File: src/rtl/arb_mux_stage_pkg.sv
// Shared arbitration constants and the select-width helper.
// Imported by the interface, the round-robin arbiter and the top.
package arb_pkg;

    localparam int ARB_EXT_SEL = 0;
    localparam int ARB_FIXED   = 1;
    localparam int ARB_RR      = 2;

    // Select width, never narrower than one bit.
    function automatic int clog2_min1(input int n);
        return (n <= 2) ? 1 : $clog2(n);
    endfunction

endpackage

File: src/rtl/arb_mux_stage_if.sv
// Request/response bundle for the shared-consumer mux stage.
// master: requesters + downstream consumer; slave: arb_mux_stage.
interface arb_mux_stage_if
    import arb_pkg::*;
#(
    parameter int WIDTH = 32,
    parameter int N_IN  = 4,
    localparam int SEL_W = clog2_min1(N_IN)
) ();

    logic [SEL_W-1:0]      sel;
    logic [N_IN-1:0]       in_valid;
    logic [N_IN-1:0]       in_ready;
    logic [N_IN*WIDTH-1:0] in_data;
    logic                  out_valid;
    logic                  out_ready;
    logic [WIDTH-1:0]      out_data;
    logic [SEL_W-1:0]      out_src;

    modport master (
        output sel, in_valid, in_data, out_ready,
        input  in_ready, out_valid, out_data, out_src
    );

    modport slave (
        input  sel, in_valid, in_data, out_ready,
        output in_ready, out_valid, out_data, out_src
    );

endinterface

File: src/rtl/arb_mux_stage_rr.sv
// Combinational round-robin arbiter: rotate requests by ptr, then
// priority-encode. Ports: req, ptr in; gnt_idx, gnt_ok out.
module rr_arbiter
    import arb_pkg::*;
#(
    parameter int N_IN = 4,
    localparam int SEL_W = clog2_min1(N_IN)
) (
    input  logic [N_IN-1:0]  req,
    input  logic [SEL_W-1:0] ptr,
    output logic [SEL_W-1:0] gnt_idx,
    output logic             gnt_ok
);

    localparam logic [SEL_W:0] NW = (SEL_W+1)'(N_IN);

    logic [2*N_IN-1:0] dbl;
    logic [N_IN-1:0]   rot;
    logic [SEL_W-1:0]  off;
    logic [SEL_W:0]    sum;

    always_comb begin
        // rot[0] is the request at ptr, rot[1] at ptr+1, ...
        dbl = {req, req} >> ptr;
        rot = dbl[N_IN-1:0];
        gnt_ok = 1'b0;
        off = '0;
        for (int i = N_IN - 1; i >= 0; i--) begin
            if (rot[i]) begin
                gnt_ok = 1'b1;
                off = SEL_W'(i);
            end
        end
        sum = {1'b0, ptr} + {1'b0, off};
        if (sum >= NW) begin
            sum = sum - NW;
        end
        gnt_idx = sum[SEL_W-1:0];
    end

endmodule

File: src/rtl/arb_mux_stage.sv
// N:1 mux with registered output and valid/ready handshakes.
// Ports: clk, rst (sync, active-high), bus (slave modport).
module arb_mux_stage
    import arb_pkg::*;
#(
    parameter int WIDTH    = 32,
    parameter int N_IN     = 4,
    parameter int ARB_MODE = ARB_EXT_SEL,
    localparam int SEL_W   = clog2_min1(N_IN)
) (
    input logic            clk,
    input logic            rst,
    arb_mux_stage_if.slave bus
);

    logic [SEL_W-1:0] rr_ptr;
    logic [SEL_W-1:0] rr_idx;
    logic             rr_ok;
    logic [SEL_W-1:0] fix_idx;
    logic             fix_ok;
    logic             ext_ok;
    logic [SEL_W-1:0] gnt;
    logic             gnt_ok;
    logic             load_en;
    logic             xfer;
    logic [WIDTH-1:0] gnt_data;
    logic             valid_q;
    logic [WIDTH-1:0] data_q;
    logic [SEL_W-1:0] src_q;

    rr_arbiter #(.N_IN(N_IN)) u_rr (
        .req     (bus.in_valid),
        .ptr     (rr_ptr),
        .gnt_idx (rr_idx),
        .gnt_ok  (rr_ok)
    );

    always_comb begin
        fix_ok = 1'b0;
        fix_idx = '0;
        for (int i = N_IN - 1; i >= 0; i--) begin
            if (bus.in_valid[i]) begin
                fix_ok = 1'b1;
                fix_idx = SEL_W'(i);
            end
        end
    end

    // Out-of-range select simply yields no grant.
    always_comb begin
        ext_ok = 1'b0;
        if (int'(bus.sel) < N_IN) begin
            ext_ok = bus.in_valid[bus.sel];
        end
    end

    always_comb begin
        gnt = bus.sel;
        gnt_ok = ext_ok;
        if (ARB_MODE == ARB_FIXED) begin
            gnt = fix_idx;
            gnt_ok = fix_ok;
        end else if (ARB_MODE == ARB_RR) begin
            gnt = rr_idx;
            gnt_ok = rr_ok;
        end
    end

    assign load_en = !valid_q || bus.out_ready;
    assign xfer = !rst && load_en && gnt_ok;

    always_comb begin
        bus.in_ready = '0;
        gnt_data = '0;
        for (int i = 0; i < N_IN; i++) begin
            if (gnt == SEL_W'(i)) begin
                bus.in_ready[i] = xfer;
                gnt_data = bus.in_data[i*WIDTH +: WIDTH];
            end
        end
    end

    always_ff @(posedge clk) begin
        if (rst) begin
            valid_q <= 1'b0;
            data_q <= '0;
            src_q <= '0;
            rr_ptr <= '0;
        end else if (xfer) begin
            valid_q <= 1'b1;
            data_q <= gnt_data;
            src_q <= gnt;
            if (ARB_MODE == ARB_RR) begin
                rr_ptr <= (gnt == SEL_W'(N_IN - 1)) ? '0 : gnt + 1'b1;
            end
        end else if (bus.out_ready) begin
            valid_q <= 1'b0;
        end
    end

    assign bus.out_valid = valid_q;
    assign bus.out_data = data_q;
    assign bus.out_src = src_q;

endmodule

File: src/flat_wrapper.sv
// flat-port wrapper written by rule: the top's interface ports become plain ports
module arb_mux_stage_flat import arb_pkg::*;
#(
    parameter int WIDTH    = 32,
    parameter int N_IN     = 4,
    parameter int ARB_MODE = ARB_EXT_SEL,
    localparam int SEL_W   = clog2_min1(N_IN)
)
  (clk, rst, bus_sel, bus_in_valid, bus_in_data, bus_out_ready, bus_in_ready, bus_out_valid, bus_out_data, bus_out_src);
  arb_mux_stage_if #(.WIDTH(WIDTH), .N_IN(N_IN)) bus_i ();
  input logic clk;
  input logic rst;
  input wire logic [$bits(bus_i.sel)-1:0] bus_sel;
  input wire logic [$bits(bus_i.in_valid)-1:0] bus_in_valid;
  input wire logic [$bits(bus_i.in_data)-1:0] bus_in_data;
  input wire logic [$bits(bus_i.out_ready)-1:0] bus_out_ready;
  output wire logic [$bits(bus_i.in_ready)-1:0] bus_in_ready;
  output wire logic [$bits(bus_i.out_valid)-1:0] bus_out_valid;
  output wire logic [$bits(bus_i.out_data)-1:0] bus_out_data;
  output wire logic [$bits(bus_i.out_src)-1:0] bus_out_src;
  assign bus_i.sel = bus_sel;
  assign bus_i.in_valid = bus_in_valid;
  assign bus_i.in_data = bus_in_data;
  assign bus_i.out_ready = bus_out_ready;
  assign bus_in_ready = bus_i.in_ready;
  assign bus_out_valid = bus_i.out_valid;
  assign bus_out_data = bus_i.out_data;
  assign bus_out_src = bus_i.out_src;
  arb_mux_stage #(.WIDTH(WIDTH), .N_IN(N_IN), .ARB_MODE(ARB_MODE)) u_core (.clk(clk), .rst(rst), .bus(bus_i));
endmodule
File: config.mk
export PLATFORM = sky130hd
export DESIGN_NAME = arb_mux_stage_flat
export DESIGN_NICKNAME = d
export VERILOG_FILES = /design/src/rtl/arb_mux_stage_pkg.sv /design/src/rtl/arb_mux_stage_if.sv /design/src/rtl/arb_mux_stage_rr.sv /design/src/rtl/arb_mux_stage.sv /design/src/flat_wrapper.sv
export SDC_FILE = /design/constraint.sdc
export NUM_CORES = 1
export LEC_CHECK = 0
export ABC_AREA = 1
export BUFFER_PORTS_ARGS = -buffer_cell sky130_fd_sc_hd__buf_2
export CAP_MARGIN = 25
export CORE_AREA = 2 2 73 75
export CTS_BUF_LIST = sky130_fd_sc_hd__clkbuf_4 sky130_fd_sc_hd__clkbuf_8
export CTS_CLUSTER_DIAMETER = 120
export DETAILED_ROUTE_END_ITERATION = 16
export DIE_AREA = 0 0 75 77
export GPL_TIMING_DRIVEN = 0
export PLACE_DENSITY_LB_ADDON = 0.15
export SETUP_SLACK_MARGIN = 0.3
export SLEW_MARGIN = 5
export SYNTH_ARGS = -nofsm -noshare
export SYNTH_HDL_FRONTEND = slang
export SYNTH_SLANG_ARGS = --single-unit
File: constraint.sdc
create_clock -name clk -period 3.4 [get_ports clk]
set_input_delay 0.51 -clock clk [delete_from_list [all_inputs] [get_ports clk]]
set_output_delay 0.51 -clock clk [all_outputs]
set_load 0.1 [all_outputs]
==> summary.txt <==
GRT
  • Met2 Usage GRT: 0.4474
  • First-pass GRT wire length: 11.13 mm
  • Congestion Overflow GR: 0
  • GRT Util Overall: 0.2474
  • Antenna violations before repair: 0
  • Grt met3 use: 0.07490
  • M1 GR Usage: 0.2713
  • Vias in the first global route: 2554
  • Largest net degree at the start of global routing: 13
  • Most Used Layer, Global Route: met2

Clocking
  • H-tree depth: 2
  • Clock network latency to the later pin of the worst-skew pair: 0.29 ns
  • Post-CTS Setup Bufs: 0
  • Hold-fix buffer count after cts: 0
  • Clock buffer depth: 2
  • CTS tree: done
  • Clock Root Buffer: clkbuf_8
  • CTS Buf Count: 5
  • PostCTS Resize Cnt: 0
  • Sink Count: 35
  • Worst-path clk slew: 0.07 ns

Placement
  • Detail Placement HPWL: 5.919 mm
  • GPL Wtd Cong: 0.8537
  • IO buf count: 173
  • Area after DPL: 3062 µm²
  • Placed cells: 601

STA
  • Fmax: 419.0 MHz
  • Setup TNS: 0 ns
  • Fin crit period: 2.387 ns
  • Final period utilization: 0.7020
  • Pins Over Slew Limit: 0
  • Hold Slack: 0.4129 ns
  • Final setup viols: 0
  • RSZ-0062 raised after global routing: false
  • Relative slew margins: 0.6677
  • Fin. Hold Viols: 0
  • Worst Clk Skew: 0.005168 ns
  • Worst Tran Pin Value: 0.5019 ns

Worst setup path
  • Setup CP Type: in2out
  • Slowest CP cell: buf_2
  • Required time worst endpoint: 2.89 ns
  • Crit-path cells: buf_4, inv_2, nand2_1, nand2_1, nand2_1, nand2_2, nand2_4, buf_2, nor3_2, buf_2
  • Worst reg2reg path depth: 8
  • Max FO, Critical Path: 10
  • CP peak stage delay: 0.44 ns
  • Signal arrival time at the worst endpoint: 1.88 ns
  • Cell mode on critical path: nand2_1
  • CP startpoint kind: primary input
  • Worst setup EP type: output port

Yosys
  • Yosys reg bits: 35
  • Area contributors post-synth: nand2_1 36%, dfxtp_1 33%, nand4_1 9.5%, nand3_1 6.9%, buf_2 3.6%
  • Synth unique cells: 19
  • Post-synth EDFFs: 0
  • Syn avg cell area: 5.875 µm²
  • Mapped cell area: 2103 µm²
  • Synth async-reset ratio: 0
  • Sequential fraction of the synthesis area: 0.3331
  • Mapped Cells: 358
  • Post-Synthesis Net Count: 495
  • Top cell type's share of synthesized area: 0.3623
  • Yosys warning total: 0
  • Ys flop type: dfxtp_1
  • Synth area leader: nand2_1
  • Commonest cells post-synth: 203 x nand2_1, 35 x dfxtp_1, 32 x nand4_1
  • Most common cell in the netlist: nand2_1

Pwr
  • Leak: 1.841 nW
  • Max VDD drop: 0.0002512 V
  • Pwr Density: 435.6 nW/µm²

Die
  • Starting density of the core: 0.4226
  • Io pins: 176
  • Die area: 5775 µm²
  • Die width: 75 µm
  • Core area: 4977 µm²
  • # rows: 26
  • Vert. Die Dim: 77 µm

Hold path
  • Worst hold path depth: 2
  • Worst Hold Class: in2reg

Final layout
  • N_diodes: 0
  • Layout cells sized above 1: 0.3878
  • Post-route insts no fill: 609
  • Final-stage net count: 675
  • Fillers: 498
  • Area Overhead vs Synth: 50.92%
  • Final Instance Area: 3174 µm²

Drt
  • Drt wl/cell: 12.09 µm
  • Initial DRC Count: 96
  • Vias/cell: 4.750
  • Via count: 2893
  • Routed Antenna Nets: 0
  • DR DRC count: 0
  • TritonRoute pass-1 iters: 4
  • Detailed Route WL: 7.362 mm

Outcome
  • Status: finished clean

Flow run
  • Total of max-cap violations: 0
-- layout by cell type, fill, tap and decap left out, types with 2 or more instances in the layout --
cell type	instances
inv_1	10
nor2_1	15
dfxtp_1	35
nand3_1	29
buf_2	188
nand2_1	203
buf_4	2
buf_6	3
nor2_2	3
nand4_1	32
buf_1	2
clkbuf_8	5
a21oi_1	2
-- worst max-delay path: cells and delay by family --
kind / cells / cell delay, ns
buffers and inverters: 4 / 0.87
AND/OR/NAND/NOR: 6 / 0.49
-- per-stage QoR --
| step | setup WS [ns] | power (mW) | util |
|---|---|---|---|
| after floorplan | 0.3009 | 0.8686 | - |
| after global placement | 1.046 | 1.013 | 0.6151 |
| after detailed placement | 1.018 | 1.019 | 0.6151 |
| after CTS | 1.014 | 1.395 | 0.6378 |
| after global routing | 0.9038 | 1.450 | 0.6378 |
| final | 1.013 | 1.383 | 0.6378 |
-- cell families (layout without fill, tap and decap cells) --
kind of cell	after synthesis	after routing	synth area share
simple gates	285	285	0.5729
buf+inv	35	216	0.08685
compound gates	3	3	0.007137
flops	35	35	0.3331
-- area by class of cell --
class / count / area, µm² / share of cell area
repair buffers: 173 / 865.8 / 0.2728
inverters: 12 / 47.55 / 0.01498
plain buffers: 23 / 135.1 / 0.04257
clock inverters: 3 / 43.79 / 0.01380
multi-input cells: 288 / 1225 / 0.3859
well taps: 70 / 87.58 / 0.02759
clock buffers: 5 / 68.82 / 0.02168
flip-flops and latches: 35 / 700.7 / 0.2207
-- worst paths after layout --
path                                                         start                              endpoint  slack [ns]
worst max register to register   u_core.bus.out_valid$_SDFFE_PP0P_  u_core.bus.out_data[28]$_SDFFE_PP0P_        2.19
worst min register to register  u_core.bus.out_src[1]$_SDFFE_PP0P_    u_core.bus.out_src[1]$_SDFFE_PP0P_        0.46
worst min-delay path                                           rst    u_core.bus.out_src[1]$_SDFFE_PP0P_        0.41
worst max-delay path                                    bus_sel[0]                       bus_in_ready[0]        1.01
-- power by group --
group	internal [mW]	total [mW]	switching (mW)
clock	0.218	0.375	0.157
combinational	0.137	0.546	0.409
sequential	0.445	0.462	0.0170
-- state kept, by name, summed over array words and instances, names as in the netlist --
signal and cells:
u_core.bus.out_valid 1, u_core.bus.out_data 32, u_core.bus.out_src 2
-- per-layer routing --
| layer | vias to the layer above | share of wire |
|---|---|---|
| met5 | - | 0 |
| met4 | 0 | 0.010 |
| met3 | 7 | 0.084 |
| met2 | 135 | 0.51 |
| met1 | 1249 | 0.40 |
| li1 | 1502 | - |
(Power assumes the default switching activity.)
